File: config.mk
export PLATFORM = sky130hd
export DESIGN_NAME = uart_rx_core_flat
export DESIGN_NICKNAME = d
export VERILOG_FILES = /design/src/rtl/uart_rx_core_if.sv /design/src/rtl/uart_rx_core.sv /design/src/flat_wrapper.sv
export SDC_FILE = /design/constraint.sdc
export NUM_CORES = 1
export LEC_CHECK = 0
export ABC_AREA = 1
export ABC_CLOCK_PERIOD_IN_PS = 2900
export CAP_MARGIN = 40
export CORE_MARGIN = 8
export CORE_UTILIZATION = 39
export CTS_BUF_LIST = sky130_fd_sc_hd__clkbuf_4 sky130_fd_sc_hd__clkbuf_8
export CTS_CLUSTER_DIAMETER = 30
export DETAILED_ROUTE_END_ITERATION = 7
export GPL_TIMING_DRIVEN = 0
export PLACE_DENSITY = 0.56
export SLEW_MARGIN = 30
export SYNTH_ARGS = -nofsm -noshare
export SYNTH_HDL_FRONTEND = slang
export SYNTH_SLANG_ARGS = --single-unit
File: constraint.sdc
create_clock -name Clk -period 2.9 [get_ports Clk]
set_input_delay 0.435 -clock Clk [delete_from_list [all_inputs] [get_ports Clk]]
set_output_delay 0.435 -clock Clk [all_outputs]
set_load 0.01 [all_outputs]
File: src/rtl/uart_rx_core_if.sv
// Byte-side and line-side signals of the UART receiver, bundled for port connection.
// slave: the receiver core; master: the line driver / byte consumer side.
interface uart_rx_core_if #(
  parameter int DATA_W = 8
);
  logic              Din;
  logic              Tick;
  logic [DATA_W-1:0] DataOut;
  logic              Valid;
  logic              FrameErr;
  logic              ParityErr;
  logic              Busy;

  modport master (
    output Din,
    output Tick,
    input  DataOut,
    input  Valid,
    input  FrameErr,
    input  ParityErr,
    input  Busy
  );

  modport slave (
    input  Din,
    input  Tick,
    output DataOut,
    output Valid,
    output FrameErr,
    output ParityErr,
    output Busy
  );
endinterface

File: src/rtl/uart_rx_core.sv
// Oversampled UART receiver: start-glitch rejection, mid-bit sampling, LSB-first
// deserialisation, stop/framing check, break hold-off. Define UART_RX_PARITY_EN for even parity.
module uart_rx_core #(
  parameter int DATA_W      = 8,
  parameter int OVS         = 16,
  parameter int STOP_BITS   = 1,
  parameter int SYNC_STAGES = 2
) (
  input  logic          Clk,
  input  logic          Rst,
  uart_rx_core_if.slave bus
);

  localparam int TCNT_W = $clog2(OVS);
  localparam int BCNT_W = $clog2(DATA_W + 1);

  localparam logic [TCNT_W-1:0] TCNT_MID  = TCNT_W'(OVS / 2 - 1);
  localparam logic [TCNT_W-1:0] TCNT_LAST = TCNT_W'(OVS - 1);
  localparam logic [BCNT_W-1:0] BCNT_DLAST = BCNT_W'(DATA_W - 1);
  localparam logic [BCNT_W-1:0] BCNT_SLAST = BCNT_W'(STOP_BITS - 1);

  typedef enum logic [2:0] {
    S_IDLE,
    S_START,
    S_DATA,
`ifdef UART_RX_PARITY_EN
    S_PARITY,
`endif
    S_STOP,
    S_BREAK
  } state_t;

  state_t                   state_q, state_d;
  logic [SYNC_STAGES-1:0]   sync_q;
  logic [TCNT_W-1:0]        tcnt_q, tcnt_d;
  logic [BCNT_W-1:0]        bcnt_q, bcnt_d;
  logic [DATA_W-1:0]        shreg_q, shreg_d;
  logic [DATA_W-1:0]        dout_q, dout_d;
  logic                     valid_q, valid_d;
  logic                     ferr_q, ferr_d;
  logic                     serr_q, serr_d;
`ifdef UART_RX_PARITY_EN
  logic                     perr_q, perr_d;
  logic                     pbit_q, pbit_d;
`endif
  logic                     sdin;
  logic                     tcnt_last;

  assign sdin      = sync_q[SYNC_STAGES-1];
  assign tcnt_last = (tcnt_q == TCNT_LAST);

  always_ff @(posedge Clk) begin
    if (Rst) begin
      state_q <= S_IDLE;
      sync_q  <= '1;
      tcnt_q  <= '0;
      bcnt_q  <= '0;
      shreg_q <= '0;
      dout_q  <= '0;
      valid_q <= 1'b0;
      ferr_q  <= 1'b0;
      serr_q  <= 1'b0;
`ifdef UART_RX_PARITY_EN
      perr_q  <= 1'b0;
      pbit_q  <= 1'b0;
`endif
    end else begin
      state_q <= state_d;
      sync_q  <= {sync_q[SYNC_STAGES-2:0], bus.Din};
      tcnt_q  <= tcnt_d;
      bcnt_q  <= bcnt_d;
      shreg_q <= shreg_d;
      dout_q  <= dout_d;
      valid_q <= valid_d;
      ferr_q  <= ferr_d;
      serr_q  <= serr_d;
`ifdef UART_RX_PARITY_EN
      perr_q  <= perr_d;
      pbit_q  <= pbit_d;
`endif
    end
  end

  always_comb begin
    state_d = state_q;
    tcnt_d  = tcnt_q;
    bcnt_d  = bcnt_q;
    shreg_d = shreg_q;
    dout_d  = dout_q;
    valid_d = 1'b0;
    ferr_d  = ferr_q;
    serr_d  = serr_q;
`ifdef UART_RX_PARITY_EN
    perr_d  = perr_q;
    pbit_d  = pbit_q;
`endif
    if (bus.Tick) begin
      unique case (state_q)
        S_IDLE: begin
          if (!sdin) state_d = S_START;
        end
        // Half-bit check of the start bit rejects glitches shorter than OVS/2 ticks.
        S_START: begin
          if (tcnt_q == TCNT_MID) state_d = sdin ? S_IDLE : S_DATA;
          else                    tcnt_d  = tcnt_q + TCNT_W'(1);
        end
        S_DATA: begin
          if (tcnt_last) begin
            tcnt_d  = '0;
            shreg_d = {sdin, shreg_q[DATA_W-1:1]};
            if (bcnt_q == BCNT_DLAST) begin
              serr_d  = 1'b0;
`ifdef UART_RX_PARITY_EN
              state_d = S_PARITY;
`else
              state_d = S_STOP;
`endif
            end else begin
              bcnt_d = bcnt_q + BCNT_W'(1);
            end
          end else begin
            tcnt_d = tcnt_q + TCNT_W'(1);
          end
        end
`ifdef UART_RX_PARITY_EN
        S_PARITY: begin
          if (tcnt_last) begin
            pbit_d  = sdin;
            state_d = S_STOP;
          end else begin
            tcnt_d = tcnt_q + TCNT_W'(1);
          end
        end
`endif
        // Final stop sample publishes the word; a low stop bit parks us in BREAK.
        S_STOP: begin
          if (tcnt_last) begin
            tcnt_d = '0;
            if (bcnt_q == BCNT_SLAST) begin
              dout_d  = shreg_q;
              valid_d = 1'b1;
              ferr_d  = serr_q | ~sdin;
`ifdef UART_RX_PARITY_EN
              perr_d  = pbit_q ^ (^shreg_q);
`endif
              state_d = (serr_q | ~sdin) ? S_BREAK : S_IDLE;
            end else begin
              serr_d = serr_q | ~sdin;
              bcnt_d = bcnt_q + BCNT_W'(1);
            end
          end else begin
            tcnt_d = tcnt_q + TCNT_W'(1);
          end
        end
        S_BREAK: begin
          if (sdin) state_d = S_IDLE;
        end
        default: state_d = S_IDLE;
      endcase
      if (state_d != state_q) begin
        tcnt_d = '0;
        bcnt_d = '0;
      end
    end
  end

  assign bus.DataOut  = dout_q;
  assign bus.Valid    = valid_q;
  assign bus.FrameErr = ferr_q;
  assign bus.Busy     = (state_q != S_IDLE);
`ifdef UART_RX_PARITY_EN
  assign bus.ParityErr = perr_q;
`else
  assign bus.ParityErr = 1'b0;
`endif

endmodule

File: src/flat_wrapper.sv
// flat-port wrapper written by rule: the top's interface ports become plain ports
module uart_rx_core_flat 
#(
  parameter int DATA_W      = 8,
  parameter int OVS         = 16,
  parameter int STOP_BITS   = 1,
  parameter int SYNC_STAGES = 2
)
  (Clk, Rst, bus_Din, bus_Tick, bus_DataOut, bus_Valid, bus_FrameErr, bus_ParityErr, bus_Busy);
  uart_rx_core_if #(.DATA_W(DATA_W)) bus_i ();
  input  logic Clk;
  input  logic Rst;
  input wire logic [$bits(bus_i.Din)-1:0] bus_Din;
  input wire logic [$bits(bus_i.Tick)-1:0] bus_Tick;
  output wire logic [$bits(bus_i.DataOut)-1:0] bus_DataOut;
  output wire logic [$bits(bus_i.Valid)-1:0] bus_Valid;
  output wire logic [$bits(bus_i.FrameErr)-1:0] bus_FrameErr;
  output wire logic [$bits(bus_i.ParityErr)-1:0] bus_ParityErr;
  output wire logic [$bits(bus_i.Busy)-1:0] bus_Busy;
  assign bus_i.Din = bus_Din;
  assign bus_i.Tick = bus_Tick;
  assign bus_DataOut = bus_i.DataOut;
  assign bus_Valid = bus_i.Valid;
  assign bus_FrameErr = bus_i.FrameErr;
  assign bus_ParityErr = bus_i.ParityErr;
  assign bus_Busy = bus_i.Busy;
  uart_rx_core #(.DATA_W(DATA_W), .OVS(OVS), .STOP_BITS(STOP_BITS), .SYNC_STAGES(SYNC_STAGES)) u_core (.Clk(Clk), .Rst(Rst), .bus(bus_i));
endmodule
* Yosys cells after proc, flatten, opt, wreduce, memory -nomap -nowiden
Index checks and enable logic that the tools add are counted.
Word-level totals: register bits 32, input port bits 4, output and inout port bits 12
Cells by class: $add $sub $neg 2, equality and inequality tests 17, muxes and demuxes 27, bitwise gates (word level) 5, reduce and logical (&&, ||, !) cells 13
Operator list (number):
- $mux W4 | 8
- $mux W3 | 9
- $pmux W4 S2 | 2
- $pmux W3 S5 | 1
- $reduce_and A6 Y1 | 2
- $ne A3 B3 Y1 const B | 3
- $reduce_bool A3 Y1 | 3
- $add A4 B1 Y4 const B | 2
- $eq A4 B3 Y1 const B | 2
- $eq A3 B2 Y1 const B | 2
- $ne A2 B1 Y1 const B | 3
- $ne A3 B1 Y1 const B | 2
- $reduce_and A3 Y1 | 2
- $mux W1 | 5
- $eq A4 B4 Y1 const B | 1
- $logic_not A4 Y1 | 1
- $not A1 Y1 | 4
- $reduce_and A4 Y1 | 1
- $reduce_or A4 Y1 | 1
- $eq A3 B1 Y1 const B | 1
- $eq A3 B3 Y1 const B | 1
- $logic_not A3 Y1 | 1
- $ne A3 B3 Y1 | 1
- $mux W2 | 1
- 5 further kinds | 5

* Depth between registers and ports, before layout
depth in word-level cells 10, depth in mapped cells 13, mapped depth without buffers 13

* Worst setup path after synthesis
No wires, ideal clock.
path type register -> register, start point register u_core.tcnt_q[0], end point register u_core.tcnt_q[2], arrival time 1.485 ns, slack 1.302 ns, stages on the path, launching flop included 11, cell sequence dfxtp_1 > ha_1 > nand3_2 > o21ai_2 > nand4_1 > nand2_2 > nand3_2 > nand2_4 > inv_2 > nor2_1 > nor2_1
Between the ends: longest elaborated chain between the ends 7, elaborated cells between the ends (all ways) 16
RTL lines:
- start: declaration | RTL line uart_rx_core.sv:35 | logic [TCNT_W-1:0] tcnt_q, tcnt_d;
- start signal: assignment | RTL line uart_rx_core.sv:70 | tcnt_q <= tcnt_d;
- $eq A4 B4 Y1 or $eq A4 B3 Y1 (tied branches) | RTL line uart_rx_core.sv:50, uart_rx_core.sv:104
- $mux W3, on equally long branches | RTL line uart_rx_core.sv:137, uart_rx_core.sv:104, uart_rx_core.sv:108
- $pmux W3 S5 | RTL line uart_rx_core.sv:98 | unique case (state_q)
- $mux W3 | RTL line uart_rx_core.sv:97 | if (bus.Tick) begin
- $ne A3 B3 Y1 | RTL line uart_rx_core.sv:160 | if (state_d != state_q) begin
- $ne A3 B3 Y1 (no line) or $reduce_bool A3 Y1 (tied branches)
- $reduce_and A3 Y1 (no line)
Parallel ways exist; a longest one is shown, timed or not. The select of a mux whose other input is x is not followed. A chain may end at the register's enable or synchronous reset.

* Final worst setup path
start point register u_core.state_q[2], end point output port bus_Busy
Between the ends: longest elaborated chain between the ends 1
RTL lines:
- start: declaration | RTL line uart_rx_core.sv:33 | state_t state_q, state_d;
- start signal: assignment | RTL line uart_rx_core.sv:68 | state_q <= state_d;
- $reduce_bool A3 Y1 | RTL line uart_rx_core.sv:170 | assign bus.Busy = (state_q != S_IDLE);
- end: declaration | RTL line flat_wrapper.sv:19 | output wire logic [$bits(bus_i.Busy)-1:0] bus_Busy;
No other way between the ends.

==> flow_metrics.tcl <==
set metrics [dict create \
    status "finished clean" \
    setup_violations 0 \
    hpwlAfterDp_microns 2620 \
    worstSetupPathType "reg2out" \
    r2r_end "u_core.tcnt_q[2]" \
    postCtsSetupBuffers 0 \
    ys_seq_area_share_pct 40.1 \
    worst_hold_startpoint "u_core.sync_q[0]" \
    initial_core_util_pct 40.2 \
    max_freq_ghz 0.506 \
    crit_chain "inv_2 > nand2_1 > clkdlybuf4s50_1" \
    synth_top_cell_area_share_pct 40.1 \
    grt_max_degree 12 \
    min_to "u_core.sync_q[1]" \
    vias_per_cell 4.85 \
    rows 23 \
    fin_setup_tns_ns 0 \
    die_area_sq_um 6400 \
    rsz0062_at_grt "no" \
    critPathCaptureType "output pin" \
    syn_nets 227 \
    post-route-period-util_pct 68.1 \
    clock_latency_ns 0.29 \
    first_iter_violations 72 \
    finalHoldViolCount 0 \
    htreeDepth 2 \
    cts_tree "done" \
    drt-pass1-iter-count 4 \
    cts_buffer_depth 2 \
    cts_resized 0 \
    path_clk_slew_ns 0.07 \
    crit_fanout 7 \
    ys.flop_type "dfxtp_1" \
    die_h_microns 80.0 \
    hold_depth 1 \
    cts_root_buffer "clkbuf_8" \
    drive_gt1_share_pct 12.9 \
    reg2reg_slack_ns 1.07 \
    vias 1406 \
    dp_slack_ns 1.08 \
    critPathLaunchType "flip-flop" \
    synth.top_cells.by_count "dfxtp_1, nor2_1, inv_1, nand2_1" \
    irDropWorstVdd_mv 0.306 \
    synth_async_sr_flop_share_pct 0 \
    port_buffers 12 \
    syn_area_per_cell_sq_um 7.26 \
    grt_overflow 0 \
    antenna_cells 0 \
    grt_usage_pct 12.1 \
    synth-seq-cells 32 \
    slew_violations 0 \
    dieWidth_microns 80.0 \
    design.portCount 16 \
    cts_buffers 5 \
    grt_pass1_wl_microns 6260 \
    wl_microns 3460 \
    synth.area.top_cells "dfxtp_1, nor2_1, a21oi_1" \
    synthCells 220 \
    finClkSkew_ns 0.00737 \
    r2r_cells 12 \
    maxCapViolations 0 \
    grt_pass1_vias 1385 \
    yosysTopAreaCell "dfxtp_1" \
    hold_path.class "reg2reg" \
    yosysWarningCount 0 \
    finalCriticalPeriod_ns 1.97 \
    slowest_stage "clkdlybuf4s50_1" \
    routedWlPerCell_microns 11.9 \
    crit_buf_inv 2 \
    multi_input_comb_area_sq_um 803 \
    regArea_sq_um 641 \
    antenna_found_initial 0 \
    antenna_left 0 \
    gp_congestion 0.855 \
    synth.distinct_cells 28 \
    arrival_ns 1.54 \
    cp_slowest_stage_delay_ns 0.54 \
    drc 0 \
    nNetsFinal 246 \
    r2r_start "u_core.tcnt_q[1]" \
    synth_edf_count 0 \
    syn_area_sq_um 1600 \
    leakage_nw 0.797 \
    core_area_sq_um 3970 \
    clock_sinks 32 \
    area_growth_syn_to_layout_pct 18.4 \
    worst_ep_required_time_ns 2.47 \
    path_delay_family "buffers and inverters" \
    hold_ws_ns 0.410 \
    p_total_mw 1.01 \
    power_density_nw_per_um2 533 \
    nFillCells 421 \
    cts_hold_buf 0 \
    fin_ws_ns 0.925 \
]
==> layout make-up <==
cell class / count / area share (%)
sequential: 32 / 33.9
tap: 50 / 3.31
clock buffer: 5 / 3.64
timing repair buffer: 12 / 6.35
clock inverter: 3 / 2.25
buffer: 9 / 2.51
multi-input combinational: 151 / 42.5
inverter: 28 / 5.56
==> report_power, final <==
group	total (mW)	switching (mW)	internal (mW)
registers	0.462	0.0119	0.450
logic	0.115	0.0738	0.0412
clock network	0.431	0.177	0.254
total	1.01	0.263	0.746
==> worst reg2reg max path, cell delays in order (launching register included) <==
cell and delay [ns]:
dfxtp_1 0.36, ha_1 0.21, nand3_2 0.18, nor2_1 0.19, nand2_1 0.12, nand3_2 0.11, nand2_1 0.07, nand2_2 0.10
nand3_2 0.12, nand2_4 0.11, inv_2 0.04, nor2_1 0.08, nor2_1 0.05
==> layer usage <==
layer  share of wire [%]  wire, microns  track usage (%)
met1                  54           1870             15.8
met2                  39           1360             18.0
met3                 4.6            159             3.38
met4                 1.9             65             5.45
met5                   0              0                0
==> cell usage in the layout (no fill, tap or decap), drive strengths merged <==
cell,count
o21ai,13
clkdlybuf4s50,12
nand3,23
a211oi,7
a21oi,20
o211ai,2
conb,1
nor2,36
nand2,29
clkinvlp,1
nand4,7
inv,28
or2,2
clkinv,1
mux2i,1
a32oi,1
ha,3
dfxtp,32
a21o,1
nor3,2
bufinv,1
clkbuf,9
xor2,3
buf,5
==> per-stage QoR <==
step | instance area [sq um] | std cells | utilization, %
after floorplan | 1600 | 220 | -
after global placement | 1780 | 282 | 44.8
after detailed placement | 1780 | 282 | 44.8
after CTS | 1890 | 290 | 47.6
after global routing | 1890 | 290 | 47.6
final | 1890 | 290 | 47.6
==> how the worst max path moves through the flow <==
stage | startpoint | end | cells after the start
global placement | u_core.tcnt_q[1] | u_core.tcnt_q[3] | 10
finish | u_core.state_q[2] | bus_Busy | 3
floorplan | u_core.tcnt_q[0] | u_core.tcnt_q[2] | 10
global route | u_core.tcnt_q[0] | u_core.shreg_q[5] | 7
detailed placement | u_core.tcnt_q[1] | u_core.tcnt_q[3] | 10
CTS | u_core.state_q[0] | bus_Busy | 4
==> flip-flops by register name, summed over array words and instances, names as in the netlist <==
| signal | cells |
|---|---|
| u_core.state_q | 3 |
| u_core.bus.Valid | 1 |
| u_core.shreg_q | 8 |
| u_core.bus.DataOut | 8 |
| u_core.bcnt_q | 4 |
| u_core.sync_q | 2 |
| u_core.tcnt_q | 4 |
| u_core.bus.FrameErr | 1 |
| u_core.serr_q | 1 |
==> logic make-up after synthesis <==
kind of cell | count (synthesis) | share of synthesized area, %
AOI/OAI and AO/OA | 44 | 15.8
xor gates and xnor gates | 3 | 1.65
adders and majority gates | 3 | 2.35
buffers and inverters | 37 | 9.56
DFF | 32 | 40.1
muxes | 1 | 0.627
other | 1 | 0.235
and+or+nand+nor | 99 | 29.6
(Power assumes the default switching activity.)
